**config.mk**
```make
export PLATFORM = sky130hd
export DESIGN_NAME = channel_packer
export DESIGN_NICKNAME = d
export VERILOG_FILES = /design/src/rtl/channel_packer.sv
export SDC_FILE = /design/constraint.sdc
export NUM_CORES = 1
export LEC_CHECK = 0
export ABC_AREA = 1
export BUFFER_PORTS_ARGS = -buffer_cell sky130_fd_sc_hd__clkbuf_2
export CAP_MARGIN = 15
export CORE_ASPECT_RATIO = 1.4
export CORE_UTILIZATION = 49
export DETAILED_ROUTE_END_ITERATION = 7
export GPL_TIMING_DRIVEN = 1
export HOLD_SLACK_MARGIN = 0.05
export PLACE_DENSITY_LB_ADDON = 0.08
export SETUP_SLACK_MARGIN = 0.1
export SLEW_MARGIN = 25
export SYNTH_ARGS = -nofsm -noshare
export SYNTH_HDL_FRONTEND = slang
export SYNTH_SLANG_ARGS = --single-unit
```
**constraint.sdc**
```tcl
create_clock -name clk -period 20 [get_ports clk]
set_clock_uncertainty 0.15 [all_clocks]
set_input_delay 2 -clock clk [delete_from_list [all_inputs] [get_ports clk]]
set_output_delay 2 -clock clk [all_outputs]
set_load 0.02 [all_outputs]
```
**src/rtl/channel_packer.sv**
```systemverilog
// Packs IN_PAR-word input beats into OUT_CHANNEL-word vectors, with one assembly
// stage and one output stage, optional early close (flush) with zero padding.
module channel_packer #(
    parameter  int DATA_WIDTH  = 16,
    parameter  int OUT_CHANNEL = 16,
    parameter  int IN_PAR      = 1,
    localparam int BEATS       = OUT_CHANNEL / IN_PAR,
    localparam int CNT_W       = $clog2(BEATS + 1)
) (
    input  logic                              clk,
    input  logic                              rst,
    input  logic [DATA_WIDTH*IN_PAR-1:0]      i_data,
    input  logic                              i_valid,
    output logic                              o_ready,
    input  logic                              i_flush,
    output logic [DATA_WIDTH*OUT_CHANNEL-1:0] o_data,
    output logic                              o_valid,
    input  logic                              i_ready,
    output logic [CNT_W-1:0]                  o_beat_cnt
);

    localparam int BEAT_W = DATA_WIDTH * IN_PAR;
    localparam int VEC_W  = DATA_WIDTH * OUT_CHANNEL;
    localparam logic [CNT_W-1:0] LAST_BEAT = CNT_W'(BEATS - 1);

    if (OUT_CHANNEL % IN_PAR != 0) begin : g_bad_par
        $error("OUT_CHANNEL must be a multiple of IN_PAR");
    end

    logic [VEC_W-1:0] asm_data;
    logic [VEC_W-1:0] asm_next;
    logic [VEC_W-1:0] out_data;
    logic             asm_full;
    logic             out_valid;
    logic [CNT_W-1:0] beat_cnt;
    logic             accept;
    logic             out_free;
    logic             complete;

    assign o_ready    = !asm_full;
    assign o_data     = out_data;
    assign o_valid    = out_valid;
    assign o_beat_cnt = beat_cnt;

    assign accept   = i_valid && !asm_full;
    assign out_free = !out_valid || i_ready;
    assign complete = !asm_full &&
                      ((accept && (beat_cnt == LAST_BEAT || i_flush)) ||
                       (!accept && i_flush && beat_cnt != '0));

    // The first beat of a vector clears every higher channel, so a flushed vector
    // is already zero-padded and never carries stale words from the previous one.
    always_comb begin
        asm_next = (beat_cnt == '0) ? '0 : asm_data;
        if (accept) begin
            for (int b = 0; b < BEATS; b++) begin
                if (beat_cnt == CNT_W'(b)) begin
                    asm_next[b*BEAT_W +: BEAT_W] = i_data;
                end
            end
        end
    end

    // NOTE: all state uses non-blocking assignments so every register samples the
    // pre-edge values; the blocking style above is reserved for the comb block.
    always_ff @(posedge clk) begin
        if (rst) begin
            asm_full  <= 1'b0;
            beat_cnt  <= '0;
            out_valid <= 1'b0;
            out_data  <= '0;
        end else if (asm_full) begin
            if (out_free) begin
                out_data  <= asm_data;
                out_valid <= 1'b1;
                asm_full  <= 1'b0;
            end
        end else if (complete) begin
            beat_cnt <= '0;
            if (out_free) begin
                out_data  <= asm_next;
                out_valid <= 1'b1;
            end else begin
                asm_full <= 1'b1;
            end
        end else begin
            if (accept) begin
                beat_cnt <= beat_cnt + 1'b1;
            end
            if (out_valid && i_ready) begin
                out_valid <= 1'b0;
            end
        end
    end

    // NOTE: the assembly words carry no reset; beat_cnt returning to zero makes the
    // next first beat overwrite them before they can ever be observed.
    always_ff @(posedge clk) begin
        if (!rst && accept) begin
            asm_data <= asm_next;
        end
    end

endmodule
```
# Yosys cells after proc, flatten, opt, wreduce, memory -nomap -nowiden
# Index checks and enable logic that the tools add are counted.
dict set report word_totals {
  romBits 0
  memories 0
  input_bits 21
  mem_bits_rw 0
  wordCells 74
  reg_bits 519
  out_inout_bits 263
  latchBits 0
}
dict set report classes {
  multipliers 0
  shift 0
  addsub 1
  muxes 31
  div_mod_pow 0
  bitwise 1
  reduce_logical 21
  eq_ne 15
  order_cmp 0
}
# cell n
set ops {}
lappend ops {{two-way mux 256 bit} 6}
lappend ops {{two-way mux 16 bit} 16}
lappend ops {{== test 5 x 4 -> 1 bit (second input constant)} 8}
lappend ops {{== test 5 x 3 -> 1 bit (second input constant)} 4}
lappend ops {{== test 5 x 2 -> 1 bit (second input constant)} 2}
lappend ops {{two-way mux 5 bit} 2}
lappend ops {{logical AND 1 bit} 7}
lappend ops {{two-way mux 1 bit} 7}
lappend ops {{adder 5 x 1 -> 5 bit (second input constant)} 1}
lappend ops {{== test 5 x 1 -> 1 bit (second input constant)} 1}
lappend ops {{zero test 5 bit} 1}
lappend ops {{nonzero test 5 bit} 1}
lappend ops {{zero test 1 bit} 4}
lappend ops {{AND reduction 2 bit} 2}
lappend ops {{nonzero test 2 bit} 2}
lappend ops {{logical OR 1 bit} 3}
lappend ops {{nonzero test 3 bit} 1}
lappend ops {{inverter 1 bit} 1}

# Longest topological paths before layout
dict set report depth {
  depth_word 9
  mapped_depth 14
  mapped_depth_nobuf 12
}

# Worst setup path before layout
# OpenSTA, ideal clock, no wires.
dict set report synth_path {
  kind {in2reg}
  startpoint {in i_valid}
  endpoint {reg asm_data[0] (enable)}
  path_buffers 2
  slack_ns 5.864
  path_stages 4
  arrival_ns 13.109
  t_required_ns 18.973
  setup_ns 0.877
  path_cell_list {nand2_1 -> buf_2 -> buf_2 -> nor2_1}
}
dict set report synth_via {
  elab_chain_len 2
}
# element line_no
set synth_lines {}
lappend synth_lines {{start, declared} 13} ;# input logic i_valid,
lappend synth_lines {{logical AND 1 bit} 45} ;# assign accept = i_valid && !asm_full;
lappend synth_lines {{logical AND 1 bit} 99} ;# if (!rst && accept) begin
lappend synth_lines {{end signal, assigned} 100} ;# asm_data <= asm_next;
lappend synth_lines {{end, declared} 30} ;# logic [VEC_W-1:0] asm_data;
# Every way passes these cells.
# A chain may end at the register's enable or synchronous reset.

# Worst setup path after layout
dict set report layout_path {
  startpoint {in i_valid}
  endpoint {reg out_data[128], in the netlist o_data[128]}
}
dict set report layout_via {
  elab_chain_len 8
  elab_cells_between_ends 13
  cone_classes {mux (4); reduce/logical (9)}
}
# element line_no
set layout_lines {}
lappend layout_lines {{logical AND 1 bit *} 45}
lappend layout_lines {{zero test 1 bit} 49} ;# (!accept && i_flush && beat_cnt != '0));
lappend layout_lines {{logical AND 1 bit (2 in series)} 49}
lappend layout_lines {{logical OR 1 bit} 48} ;# ((accept && (beat_cnt == LAST_BEAT || i_flush)) ||
lappend layout_lines {{logical AND 1 bit} 47} ;# assign complete = !asm_full &&
lappend layout_lines {{nonzero test 2 bit (no line)} --}
lappend layout_lines {{AND reduction 2 bit (no line)} --}
lappend layout_lines {{end signal, assigned} 74} ;# out_data <= asm_data;
lappend layout_lines {{end signal, assigned} 81} ;# out_data <= asm_next;
lappend layout_lines {{end, declared} 32} ;# logic [VEC_W-1:0] out_data;
# Every way passes the cells marked *; elsewhere a longest branch is shown, timed or not. The select of a mux whose other input is x is not followed.

==> flow_summary.yaml <==
status:
  status: "completed"
layout:
  final_core_util_pct: 55.57
  layout-drive-gt1-share_pct: 9.638
  mostFrequentLayoutCell: "nand2_1"
  nets: 4317
  fin_cells: 5065
  fillers: 5638
  final_cell_mix: "nand2_1, nor2_1, inv_1"
  area_growth_pct: 11.85
  num_antenna_cells: 0
synth:
  syn-num-nets: 4207
  netlist_area_sq_mm: 0.02758
  synth_cell_types: 25
  synth_area_leaders: "edfxtp_1, nand2_1, dfxtp_1"
  synth_top_area_share_pct: 27.87
  yosysWarnings: 0
  syn_avg_cell_area_sq_um: 6.597
  synthesis.instances: 4181
  ys_seq_area_share_pct: 46.96
  ys_ff_latch: 519
  synth_top_area_cell: "edfxtp_1"
worst_setup_path:
  cp-start-kind: "input pin"
  reg2reg_slack_ns: 15.21
  path_max_fanout: 120
  r2r_end: "o_data[128]$_SDFFE_PP0P_"
  worstPathArrival_ns: 5.39
  cp.required_ns: 20.36
  crit_path_end_kind: "flip-flop"
  critical_path_class: "in -> reg"
  reg2reg_from: "o_beat_cnt[1]$_SDFFE_PP0P_"
  startpoint: "i_valid"
  r2r_cells: 13
routing:
  num_vias: 25150
  wl_per_cell_um: 16.52
  ant_nets: 0
  dr.pass1.iters: 6
  drt_iter0_markers: 2119
  wl_um: 83650
  via_per_inst: 4.964
  drc: 0
pwr:
  comb_power_share_pct: 20.2
  power.density_mw_per_mm2: 92.83
  p_leak_uw: 0.01623
  intPower_uw: 1964
  swShare_pct: 31.43
  switchingPower_uw: 900.1
  peakVddDrop_v: 0.00006104
  p_clk_share_pct: 35.3
  power_frac_seq_pct: 44.5
floorplan:
  dieWidth_um: 202.5
  io_pins: 284
  rows: 102
  die_height_um: 282.7
  die-area_sq_mm: 0.05726
  core-area_sq_mm: 0.05552
  start_util_pct: 49.68
cts:
  clkLatencyLatePin_ns: 0.61
  clock_sink_count: 519
  cts_inserted_buffers: 55
  ctsHoldBuffers: 0
  clk_pin_slew_worst_paths_ns: 0.06
  cts_tree: "yes"
  ctsResizeCount: 0
  cts_setup_buffers: 0
  cts_max_level: 2
  clockRootBuffer: "clkbuf_16"
  clockBufferDepth: 3
global_route:
  grt_pass1_vias: 22600
  overflow: 0
  met2_usage_pct: 47.19
  grtUsageMet3_pct: 3.571
  antenna_found_initial: 1
  grt_use_total_pct: 28.68
  grt_busiest_layer: "met2"
  met1_usage_pct: 38.46
  grt_pass1_wl_um: 128500
  grt_max_degree: 169
flow_run:
  max_cap_viol_count: 0
hold_path:
  min_to: "o_data[73]$_SDFFE_PP0P_"
  worstHoldPathCells: 4
  hold_class: "reg -> reg"
  hold_path_startpoint: "o_data[73]$_SDFFE_PP0P_"
sta:
  fin_setup_tns_ns: 0
  setup_viol: 0
  fin_crit_ns: 5.025
  finalMaxSlewViolations: 0
  max-slew-margin-rel_pct: 27.11
  max_freq_mhz: 199.0
  tightestPinTransition_ns: 1.092
  post-route-period-util_pct: 25.13
  hold_viol: 0
  rsz0062_at_grt: "false"
place:
  hpwl_um: 49920
  place.gp.congestion: 0.8150
  placed_cells: 4959
  port_buffers: 283
## layer usage
metal / wire, um / part of all wire (%)
met5: 9 / 0.011
met2: 39710 / 47
met1: 35130 / 42
met4: 3145 / 3.8
met3: 5657 / 6.8
## stage by stage
stage          setup WS [ns]  total power [uW]  hold WS [ns]  instance area (sq um)
2_1_floorplan          5.864              1706        0.3910                  27580
3_3_place_gp           14.51              1868        0.3524                  29010
3_5_place_dp           14.46              1872        0.3538                  29010
4_1_cts                15.09              2883        0.3646                  30760
5_1_grt                14.74              3002        0.3945                  30850
6_report               14.97              2864        0.3623                  30850
## power groups by stage
stage          clock network, uW  logic [uW]  registers (uW)
2_1_floorplan                  0         345            1360
3_3_place_gp                   0         571            1300
3_5_place_dp                   0         575            1300
4_1_cts                     1030         578            1270
5_1_grt                     1070         653            1280
6_report                    1010         579            1270
## state kept, by name, indices dropped and copies added, names as in the netlist
register	cells
asm_data	256
asm_full	1
o_beat_cnt	5
o_data	256
o_valid	1
## cells by family after synthesis
family | Yosys count | synth area share (%)
AO/OA/AOI/OAI | 132 | 2.422
XOR/XNOR | 2 | 0.06352
adder cells (fa/ha/maj) | 5 | 0.2268
buffers and inverters | 776 | 11.25
flip-flops | 519 | 46.96
AND/OR/NAND/NOR | 2747 | 39.07
## Yosys cell counts
library cell and count:
inv_2 4, buf_6 11, inv_1 513, clkbuf_1 138, o2111ai_1 2, nor3_1 2, nor2_2 13, buf_1 24
nand2_1 1708, nand3_1 317, nand2_4 2, clkinv_1 1, nor2_1 701, xor2_1 2, dfxtp_1 263, o21ai_0 1
nand3_2 1, nor2_4 1, edfxtp_1 256, ha_1 5, buf_2 84, nand4_1 1, and2_1 1, a21oi_1 129
buf_4 1
## final cells by class
cell class                 count  area [sq um]  area share, %
sequential                   519         12960          42.00
multi-input combinational   2886         11580          37.53
inverter                     518          1952          6.327
timing repair buffer         311          1703          5.520
clock buffer                  85          1665          5.398
tap                          728         910.9          2.953
clock inverter                18         86.33         0.2798
## critical path, cell delays in order
cell      delay [ns]
clkbuf_2        0.10
nand3_2         0.30
nand2_1         0.12
nand2_1         0.18
nand2_8         0.39
nand2_8         0.78
buf_4           0.89
nand2_1         0.13
nand2_1         0.10
nor2_1          0.05
## how the worst max path moves through the flow
stage | endpoint | slack, ns | cells after the start
2_1_floorplan | asm_data[0]$_DFFE_PP_ | 5.86 | 4
3_3_place_gp | o_data[241]$_SDFFE_PP0P_ | 14.51 | 9
3_5_place_dp | o_data[128]$_SDFFE_PP0P_ | 14.46 | 10
4_1_cts | o_data[7]$_SDFFE_PP0P_ | 15.09 | 10
5_1_grt | o_data[247]$_SDFFE_PP0P_ | 14.74 | 10
6_report | o_data[128]$_SDFFE_PP0P_ | 14.97 | 10
Power figures use the tool's default switching activity.
